## config.mk

```make
export PLATFORM = sky130hd
export DESIGN_NAME = ex_muldiv
export DESIGN_NICKNAME = d
export VERILOG_FILES = /design/src/rtl/ex_muldiv.sv
export SDC_FILE = /design/constraint.sdc
export NUM_CORES = 1
export LEC_CHECK = 0
export BUFFER_PORTS_ARGS = -buffer_cell sky130_fd_sc_hd__buf_2
export CORE_MARGIN = 1
export CORE_UTILIZATION = 50
export CTS_CLUSTER_SIZE = 25
export DETAILED_ROUTE_END_ITERATION = 12
export PLACE_DENSITY_LB_ADDON = 0.05
export SLEW_MARGIN = 20
export SYNTH_ARGS = -nofsm -noshare
export SYNTH_HDL_FRONTEND = slang
export SYNTH_SLANG_ARGS = --single-unit
```

## constraint.sdc

```tcl
create_clock -name clk -period 4.71 [get_ports clk]
set_input_delay 0.942 -clock clk [delete_from_list [all_inputs] [get_ports clk]]
set_output_delay 0.942 -clock clk [all_outputs]
set_load 0.1 [all_outputs]
```

## src/rtl/ex_muldiv.sv

```systemverilog
// rtl/ex_muldiv.sv - iterative MULT/MULTU/DIV/DIVU unit holding HI/LO; MULDIV_FAST_MUL_EN selects single-cycle multiply
module ex_muldiv #(
  parameter int DATA_WIDTH = 32
) (
  input  logic                  clk,
  input  logic                  rst,
  input  logic                  start,
  input  logic [1:0]            op,
  input  logic [DATA_WIDTH-1:0] rsValue,
  input  logic [DATA_WIDTH-1:0] rtValue,
  input  logic                  mthi,
  input  logic                  mtlo,
  input  logic                  flush,
  output logic                  busy,
  output logic                  done,
  output logic [DATA_WIDTH-1:0] hiOut,
  output logic [DATA_WIDTH-1:0] loOut
);

  localparam int W     = DATA_WIDTH;
  localparam int CNT_W = $clog2(W);

  typedef enum logic [1:0] {IDLE, RUN, FIX} state_t;

  state_t           state;
  logic [2*W-1:0]   acc;       // mult: {partial product, multiplier}; div: {remainder, quotient}
  logic [W-1:0]     operand;   // multiplicand magnitude or divisor magnitude
  logic [W-1:0]     rsRaw;     // original dividend, returned as HI on divide by zero
  logic [CNT_W-1:0] cnt;
  logic             isDiv;
  logic             negRes;    // product / quotient sign
  logic             negRem;    // remainder follows the dividend sign
  logic             divZero;

  logic             rsNeg, rtNeg;
  logic [W-1:0]     rsMag, rtMag;
  logic [W:0]       mulSum, divDiff;
  logic [2*W-1:0]   mulNext, divNext, prodFix;
  logic [W-1:0]     quoFix, remFix;
`ifdef MULDIV_FAST_MUL_EN
  logic [2*W-1:0]   fullProduct;
`endif

  assign busy = (state != IDLE);

  // operand magnitudes, one iteration step of each algorithm, and final sign correction
  always_comb begin
    rsNeg   = ~op[0] & rsValue[W-1];
    rtNeg   = ~op[0] & rtValue[W-1];
    rsMag   = rsNeg ? (W'(0) - rsValue) : rsValue;
    rtMag   = rtNeg ? (W'(0) - rtValue) : rtValue;
    mulSum  = {1'b0, acc[2*W-1:W]} + {1'b0, operand};
    mulNext = acc[0] ? {mulSum, acc[W-1:1]} : {1'b0, acc[2*W-1:1]};
    divDiff = acc[2*W-1:W-1] - {1'b0, operand};
    divNext = divDiff[W] ? {acc[2*W-2:0], 1'b0}
                         : {divDiff[W-1:0], acc[W-2:0], 1'b1};
    prodFix = negRes ? ((2*W)'(0) - acc) : acc;
    quoFix  = negRes ? (W'(0) - acc[W-1:0]) : acc[W-1:0];
    remFix  = negRem ? (W'(0) - acc[2*W-1:W]) : acc[2*W-1:W];
`ifdef MULDIV_FAST_MUL_EN
    fullProduct = {{W{1'b0}}, rsMag} * {{W{1'b0}}, rtMag};
`endif
  end

  // control FSM, datapath registers and the architectural HI/LO
  always_ff @(posedge clk or negedge rst) begin
    if (!rst) begin
      state   <= IDLE;
      acc     <= '0;
      operand <= '0;
      rsRaw   <= '0;
      cnt     <= '0;
      isDiv   <= 1'b0;
      negRes  <= 1'b0;
      negRem  <= 1'b0;
      divZero <= 1'b0;
      done    <= 1'b0;
      hiOut   <= '0;
      loOut   <= '0;
    end else begin
      done <= 1'b0;
      if (flush) begin
        state <= IDLE;
      end else begin
        case (state)
          IDLE: begin
            if (start) begin
              isDiv   <= op[1];
              negRes  <= rsNeg ^ rtNeg;
              negRem  <= rsNeg;
              divZero <= op[1] & (rtValue == '0);
              rsRaw   <= rsValue;
              cnt     <= '0;
              acc     <= op[1] ? {{W{1'b0}}, rsMag} : {{W{1'b0}}, rtMag};
              operand <= op[1] ? rtMag : rsMag;
              state   <= RUN;
`ifdef MULDIV_FAST_MUL_EN
              if (!op[1]) begin
                acc   <= fullProduct;
                state <= FIX;
              end
`endif
            end else begin
              if (mthi) hiOut <= rsValue;
              if (mtlo) loOut <= rsValue;
            end
          end
          RUN: begin
            acc <= isDiv ? divNext : mulNext;
            cnt <= cnt + 1'b1;
            if (cnt == CNT_W'(W - 1)) state <= FIX;
          end
          FIX: begin
            if (!isDiv) begin
              {hiOut, loOut} <= prodFix;
            end else if (divZero) begin
              hiOut <= rsRaw;
              loOut <= '1;
            end else begin
              hiOut <= remFix;
              loOut <= quoFix;
            end
            done  <= 1'b1;
            state <= IDLE;
          end
          default: state <= IDLE;
        endcase
      end
    end
  end

endmodule

```

==> flow_summary.ini, run 1 <==
[place]
place_inst = 2777
place.gp.congestion = 0.989
port_buffers = 137
dp_hpwl_microns = 50400

[clocking]
insertion_delay_ns = 0.56
clk_pin_slew_ns = 0.07
cts_hold_buf = 0
cts-root-buf = clkbuf_16
htree_levels = 1
cts_setup_buffers = 0
cts_resized = 0
cts_tree = yes
cts_buffers = 26
clockBufferDepth = 3
numClockSinks = 204

[setup_path]
required_ns = 5.12
critical_path_class = reg -> reg
reg2regPathDepth = 13
cpMaxStageDelayCell = a21oi_4
cp.arrival_ns = 4.45
startpoint_type = flop
worstReg2RegEnd = acc[46]
worstPathMaxFanout = 18
crit_cells = 13
reg2reg_slack_ns = 0.68
crit_path_cell_trace = inv_1 -> ha_1 -> fa_1 -> nor2b_1 -> o31a_1 -> a311oi_2 -> a31o_2 -> o221a_2 -> a21oi_4 -> buf_4 -> mux2_2 -> a21oi_1 -> o22ai_1
slowest_delay_ns = 0.51
critPathTopFamily = compound AO/OA/AOI/OAI gates
critPathCapture = acc[46]
worstSetupEndpointType = flop
path_buf_inv = 2
crit_start = acc[31]
r2r-start = acc[31]

[global_route]
grt_pass1_wl_microns = 102000
antenna_found_initial = 2
grt_usage = 0.374
grt_max_degree = 85
grt_pass1_vias = 16900
grt.overflow.total = 0

[timing]
report.final.slew_viol_count = 0
setup_viol_count_final = 0
hold_viol = 0
fin_hold_ws_ns = 0.360
worst-slew-pin-transition_ns = 1.04
tns_ns = 0
period_share = 0.856
skew_ns = 0.0205
relSlewSlack = 0.302
rsz0062_at_grt = false
fmax_mhz = 248
period_minus_slack_ns = 4.03

[pwr]
powerDensity_nw_per_um2 = 641
power_mw = 12.5
seqPwrFrac = 0.231
ir_drop_uv = 381
p_clk_frac = 0.174
power_switching_mw = 6.41
combPwrFrac = 0.596
p_leak_nw = 8.65
internal_power_mw = 6.06
switching_share = 0.514

[detailed_routing]
routed_wl_microns = 67900
drt.antenna.violating_nets = 0
drt_iter0_drc = 1880
vias_per_cell = 6.39
drtPass1Iterations = 6
vias = 18100
drcViolationCount = 0
wire_per_inst_microns = 24.0

[yosys]
synthAdderAreaFrac = 0.0522
mappedNetlistArea_sq_um = 17600
ys_ff_latch = 204
avgSynthCellArea_sq_um = 7.59
synth-edff-count = 0
yosysUniqueCellTypes = 80
synth_compound_area_frac = 0.267
synthFlopType = dfrtp_1
synth_simple_gate_area_frac = 0.206
yosys_warnings = 0
async_flop_share = 1.00
synth_xor_area_frac = 0.0843
postSynthCellCount = 2312
synth_fp_nets = 2456
synthMuxAreaShare = 0.0458
synth_top_family_by_area = compound AO/OA/AOI/OAI gates
synth-seq-area-share = 0.291

[die]
die_w_microns = 189
die_area_sq_um = 35900
std_cell_rows = 68
start_util = 0.508
core_area_sq_um = 34500
ios = 138
die_h_microns = 189

[status]
status = complete, no violations

[finish]
fin_cells = 2824
antenna_cells = 0
fillers = 3399
nets = 2494
drive_gt1_frac = 0.119
fin_util = 0.563
area_delta_synth_final_pct = 10.8

[hold_path]
hold_path.class = in -> async

[run]
cap_violations = 0
[per-stage QoR]
| stage | instance area (sq um) | setup slack (ns) |
|---|---|---|
| 2_1_floorplan | 17600 | 1.46 |
| 3_3_place_gp | 18500 | 0.798 |
| 3_5_place_dp | 18500 | 0.727 |
| 4_1_cts | 19500 | 0.705 |
| 5_1_grt | 19500 | 0.468 |
| 6_report | 19500 | 0.676 |
[worst reg2reg max path, stage by stage, from the launching register on]
cell and delay [ns]:
dfrtp_1 0.43, inv_1 0.10, ha_1 0.24, fa_1 0.39
nor2b_1 0.21, o31a_1 0.28, a311oi_2 0.23, a31o_2 0.35
o221a_2 0.26, a21oi_4 0.51, buf_4 0.32, mux2_2 0.34
a21oi_1 0.15, o22ai_1 0.09
[registers in the layout, summed over array words and instances (netlist names)]
name	flops
acc	64
cnt	5
divZero	1
done	1
hiOut	32
isDiv	1
loOut	32
negRem	1
negRes	1
operand	32
rsRaw	32
state	2
[power by group through the flow]
| stage | Sequential (mW) | Clock (mW) | Combinational (mW) |
|---|---|---|---|
| after global routing | 2.92 | 2.24 | 8.05 |
| final | 2.88 | 2.16 | 7.43 |
| after global placement | 2.86 | 0 | 7.25 |
| after detailed placement | 2.88 | 0 | 7.30 |
| after floorplan | 3.46 | 0 | 4.77 |
| after CTS | 2.85 | 2.19 | 7.34 |
[cells in the mapped netlist, drive strengths merged, types with 12 or more instances]
library cell / instances / area share
ha: 70 / 0.050
buf: 30 / 0.0083
and3: 14 / 0.0050
a21o: 35 / 0.015
inv: 68 / 0.015
nand2: 336 / 0.072
nor4: 26 / 0.012
clkbuf: 145 / 0.031
nand2b: 14 / 0.0050
dfrtp: 204 / 0.29
xor2: 60 / 0.030
xnor2: 109 / 0.054
or4: 12 / 0.0062
o31ai: 25 / 0.011
o21a: 13 / 0.0056
a211oi: 26 / 0.011
or3: 22 / 0.0078
nor3: 46 / 0.013
nor2: 175 / 0.037
a31oi: 26 / 0.0093
o211ai: 35 / 0.015
o22ai: 47 / 0.017
nor2b: 26 / 0.0093
nand3: 55 / 0.016
a21oi: 210 / 0.060
o21ai: 236 / 0.067
mux2i: 69 / 0.039
nand4: 21 / 0.0078
[final cells by class]
cell class	instances	area [sq um]	area share
timing repair buffer	185	1070	0.0549
tap	455	569	0.0293
sequential	204	5110	0.263
clock buffer	35	736	0.0378
inverter	68	255	0.0131
multi-input combinational	1865	11500	0.594
clock inverter	12	169	0.00868
[worst min path at each step]
stage | start | end | slack [ns] | cells after the start
floorplan | rsRaw[2] | rsRaw[2] | 0.44 | 2
global placement | rsRaw[15] | rsRaw[15] | 0.45 | 2
detailed placement | rsRaw[7] | rsRaw[7] | 0.46 | 2
CTS | rst | acc[63] | 0.42 | 1
global route | rst | acc[63] | 0.44 | 1
finish | rst | acc[63] | 0.36 | 1
[placed cells by master, fill, tap and decap left out, drive strengths merged, types with 46 or more instances in the layout]
master  count
dfrtp     204
a21oi     210
xor2       60
o22ai      47
inv        69
nor3       46
buf       185
nor2      175
xnor2     109
nand3      55
mux2i      69
nand2     336
o21ai     236
ha         70
[cell families after synthesis]
kind of cell	Yosys count
and+or+nand+nor	783
AOI/OAI and AO/OA	762
buffers and inverters	243
DFF	204
xor gates and xnor gates	169
muxes	79
adders and majority gates	72
[routing by layer]
metal / up-vias / share of wire / GRT usage
li1: 8376 / - / -
met2: 773 / 0.47 / 0.625
met4: 2 / 0.048 / 0.161
met1: 8730 / 0.41 / 0.484
met5: - / 0.00019 / 0
met3: 172 / 0.072 / 0.0445
Note: power is estimated with default switching activity, not from simulation.
==> inputs of run 2 (changes only) <==
Settings changed: ABC_AREA from default to 1.
==> run 2 against run 1 <==
Utilization down 0.66 points. Sequential share of layout area shrank 3.4 points. Highest routed layer is now met4. Sequential power rose by 11%. Critical path type unchanged.
==> flow_summary.ini, run 2 <==
[yosys]
async_flop_share = 1.00
synth.area.top_cells = dfrtp_1 25%, nand2_1 21%, inv_1 8.1%
mappedNetlistArea_sq_um = 20600
ys_ff_latch = 204
postSynthCellCount = 3577
yosys.area.top_type_share = 0.248
yosys_warnings = 0
avgSynthCellArea_sq_um = 5.76
synth-seq-area-share = 0.248
yosysTopAreaCell = dfrtp_1
synth-edff-count = 0
synthFlopType = dfrtp_1
synth_fp_nets = 3721
yosysUniqueCellTypes = 53
synth_most_common_cell = nand2_1
synth_commonest_cells = 1158 x nand2_1, 447 x inv_1, 447 x nor2_1, 314 x nand3_1, 281 x a21oi_1

[finish]
area_delta_synth_final_pct = 8.60
fin_cells = 4164
drive_gt1_frac = 0.0731
final_common_cell = nand2_1
regMostFlops = acc
final_cell_mix = 1158 x nand2_1, 446 x inv_1, 444 x nor2_1, 314 x nand3_1, 281 x a21oi_1
nets = 3762
fin_util = 0.557
largest_reg_flops = 64

[setup_path]
startpoint_type = flop
r2r-start = acc[31]
worstReg2RegEnd = acc[58]
reg2regPathDepth = 19
required_ns = 5.15
reg2reg_slack_ns = 1.42
critical_path_class = reg -> reg
worstSetupEndpointType = flop
cp.arrival_ns = 3.73
worstPathMaxFanout = 32

[global_route]
grt_max_degree = 104
antenna_found_initial = 3
grt_usage = 0.443
grt.overflow.total = 0
grt_pass1_wl_microns = 139000
grt_pass1_vias = 22800

[timing]
worst-slew-pin-transition_ns = 1.02
hold_viol = 0
report.final.slew_viol_count = 0
finalWorstSetupSlack_ns = 1.42
period_share = 0.699
rsz0062_at_grt = false
setup_viol_count_final = 0
relSlewSlack = 0.317
period_minus_slack_ns = 3.29
skew_ns = 0.0402
tns_ns = 0
fmax_mhz = 304

[clocking]
cts_hold_buf = 0
clk_pin_slew_ns = 0.07
numClockSinks = 204
cts_setup_buffers = 0
cts_resized = 0
cts-root-buf = clkbuf_16
cts_buffers = 25
insertion_delay_ns = 0.59
clockBufferDepth = 3
htree_levels = 1
cts_tree = yes

[run]
cap_violations = 0

[die]
die_w_microns = 205
ios = 138
core_area_sq_um = 40200
std_cell_rows = 73
die_h_microns = 205
die_area_sq_um = 42000
start_util = 0.512

[place]
place.gp.congestion = 1.11
dp_hpwl_microns = 73800
port_buffers = 137
place_inst = 4116
pre_cts_ws_ns = 1.51

[detailed_routing]
drtPass1Iterations = 6
vias = 25200
drt_iter0_drc = 3292
wire_per_inst_microns = 22.6
vias_per_cell = 6.05
routed_wl_microns = 93900
drcViolationCount = 0
drt.antenna.violating_nets = 0

[status]
status = complete, no violations

[pwr]
ir_drop_uv = 744
p_leak_nw = 11.7
powerDensity_nw_per_um2 = 665

[hold_path]
hold_path.class = in -> async
run 2: cell types whose count changed after synthesis, sizes merged, moves of 73 or more:
| cell | delta |
|---|---|
| inv | +393 |
| nor2 | +291 |
| nand3 | +260 |
| nand2 | +832 |
| a21oi | +73 |
| xnor2 | -95 |
run 2: cell type report:
class,instances,area (sq um)
diodes,2,5.00
repair buffers,161,888
clock buffers,27,633
flip-flops and latches,204,5110
fillers,4199,17800
inverters,464,1740
well taps,525,657
multi-input cells,2762,13100
clock inverters,19,213
run 2: worst max-delay path, cell delays in order (launching register included):
cell and delay (ns):
dfrtp_1 0.46, inv_1 0.10, ha_1 0.24, fa_1 0.48, inv_1 0.13, nand3_1 0.07, nand2_1 0.12, nand2_1 0.08
nand2_2 0.12, nand2_2 0.08, nand2_4 0.09, nand2_2 0.07, nand2_2 0.08, nand2_1 0.06, nand2_2 0.56, nand2_1 0.10
nand2_1 0.09, nand2_1 0.05, nand2_1 0.11, nand2_1 0.05
run 2: logic make-up after synthesis:
group	synth area share
simple gates	0.408
buf+inv	0.116
compound gates	0.152
flops	0.248
xor+xnor	0.0323
fa+ha+maj	0.0445
run 2: routing by layer:
| layer | global-route usage | up-vias | wire length (microns) |
|---|---|---|---|
| li1 | - | 11500 | - |
| met1 | 0.585 | 11600 | 36800 |
| met2 | 0.644 | 1706 | 38300 |
| met3 | 0.122 | 338 | 12300 |
| met4 | 0.260 | 0 | 6520 |
| met5 | 0 | - | 0 |
run 2: how the worst max path moves through the flow:
stage,start,endpoint,slack (ns),depth (start not counted)
6_report,acc[31],acc[58],1.42,19
5_1_grt,acc[31],acc[58],1.21,19
4_1_cts,acc[31],acc[58],1.46,19
3_5_place_dp,acc[31],acc[58],1.51,19
3_3_place_gp,acc[31],acc[58],1.54,19
2_1_floorplan,acc[31],acc[50],2.37,18
run 2: report_power, final:
| part | internal [mW] | switching [mW] | total [mW] |
|---|---|---|---|
| clock network | 1.16 | 0.899 | 2.05 |
| logic | 2.65 | 6.97 | 9.62 |
| registers | 2.23 | 0.978 | 3.20 |
| total | 6.03 | 8.85 | 14.9 |
run 2: metrics by stage:
| step | hold slack (ns) | area, sq um | power, mW |
|---|---|---|---|
| global route | 0.504 | 22400 | 15.8 |
| finish | 0.467 | 22400 | 14.9 |
| detailed placement | 0.469 | 21500 | 12.5 |
| floorplan | 0.448 | 20600 | 9.81 |
| global placement | 0.463 | 21500 | 12.4 |
| CTS | 0.479 | 22400 | 14.6 |
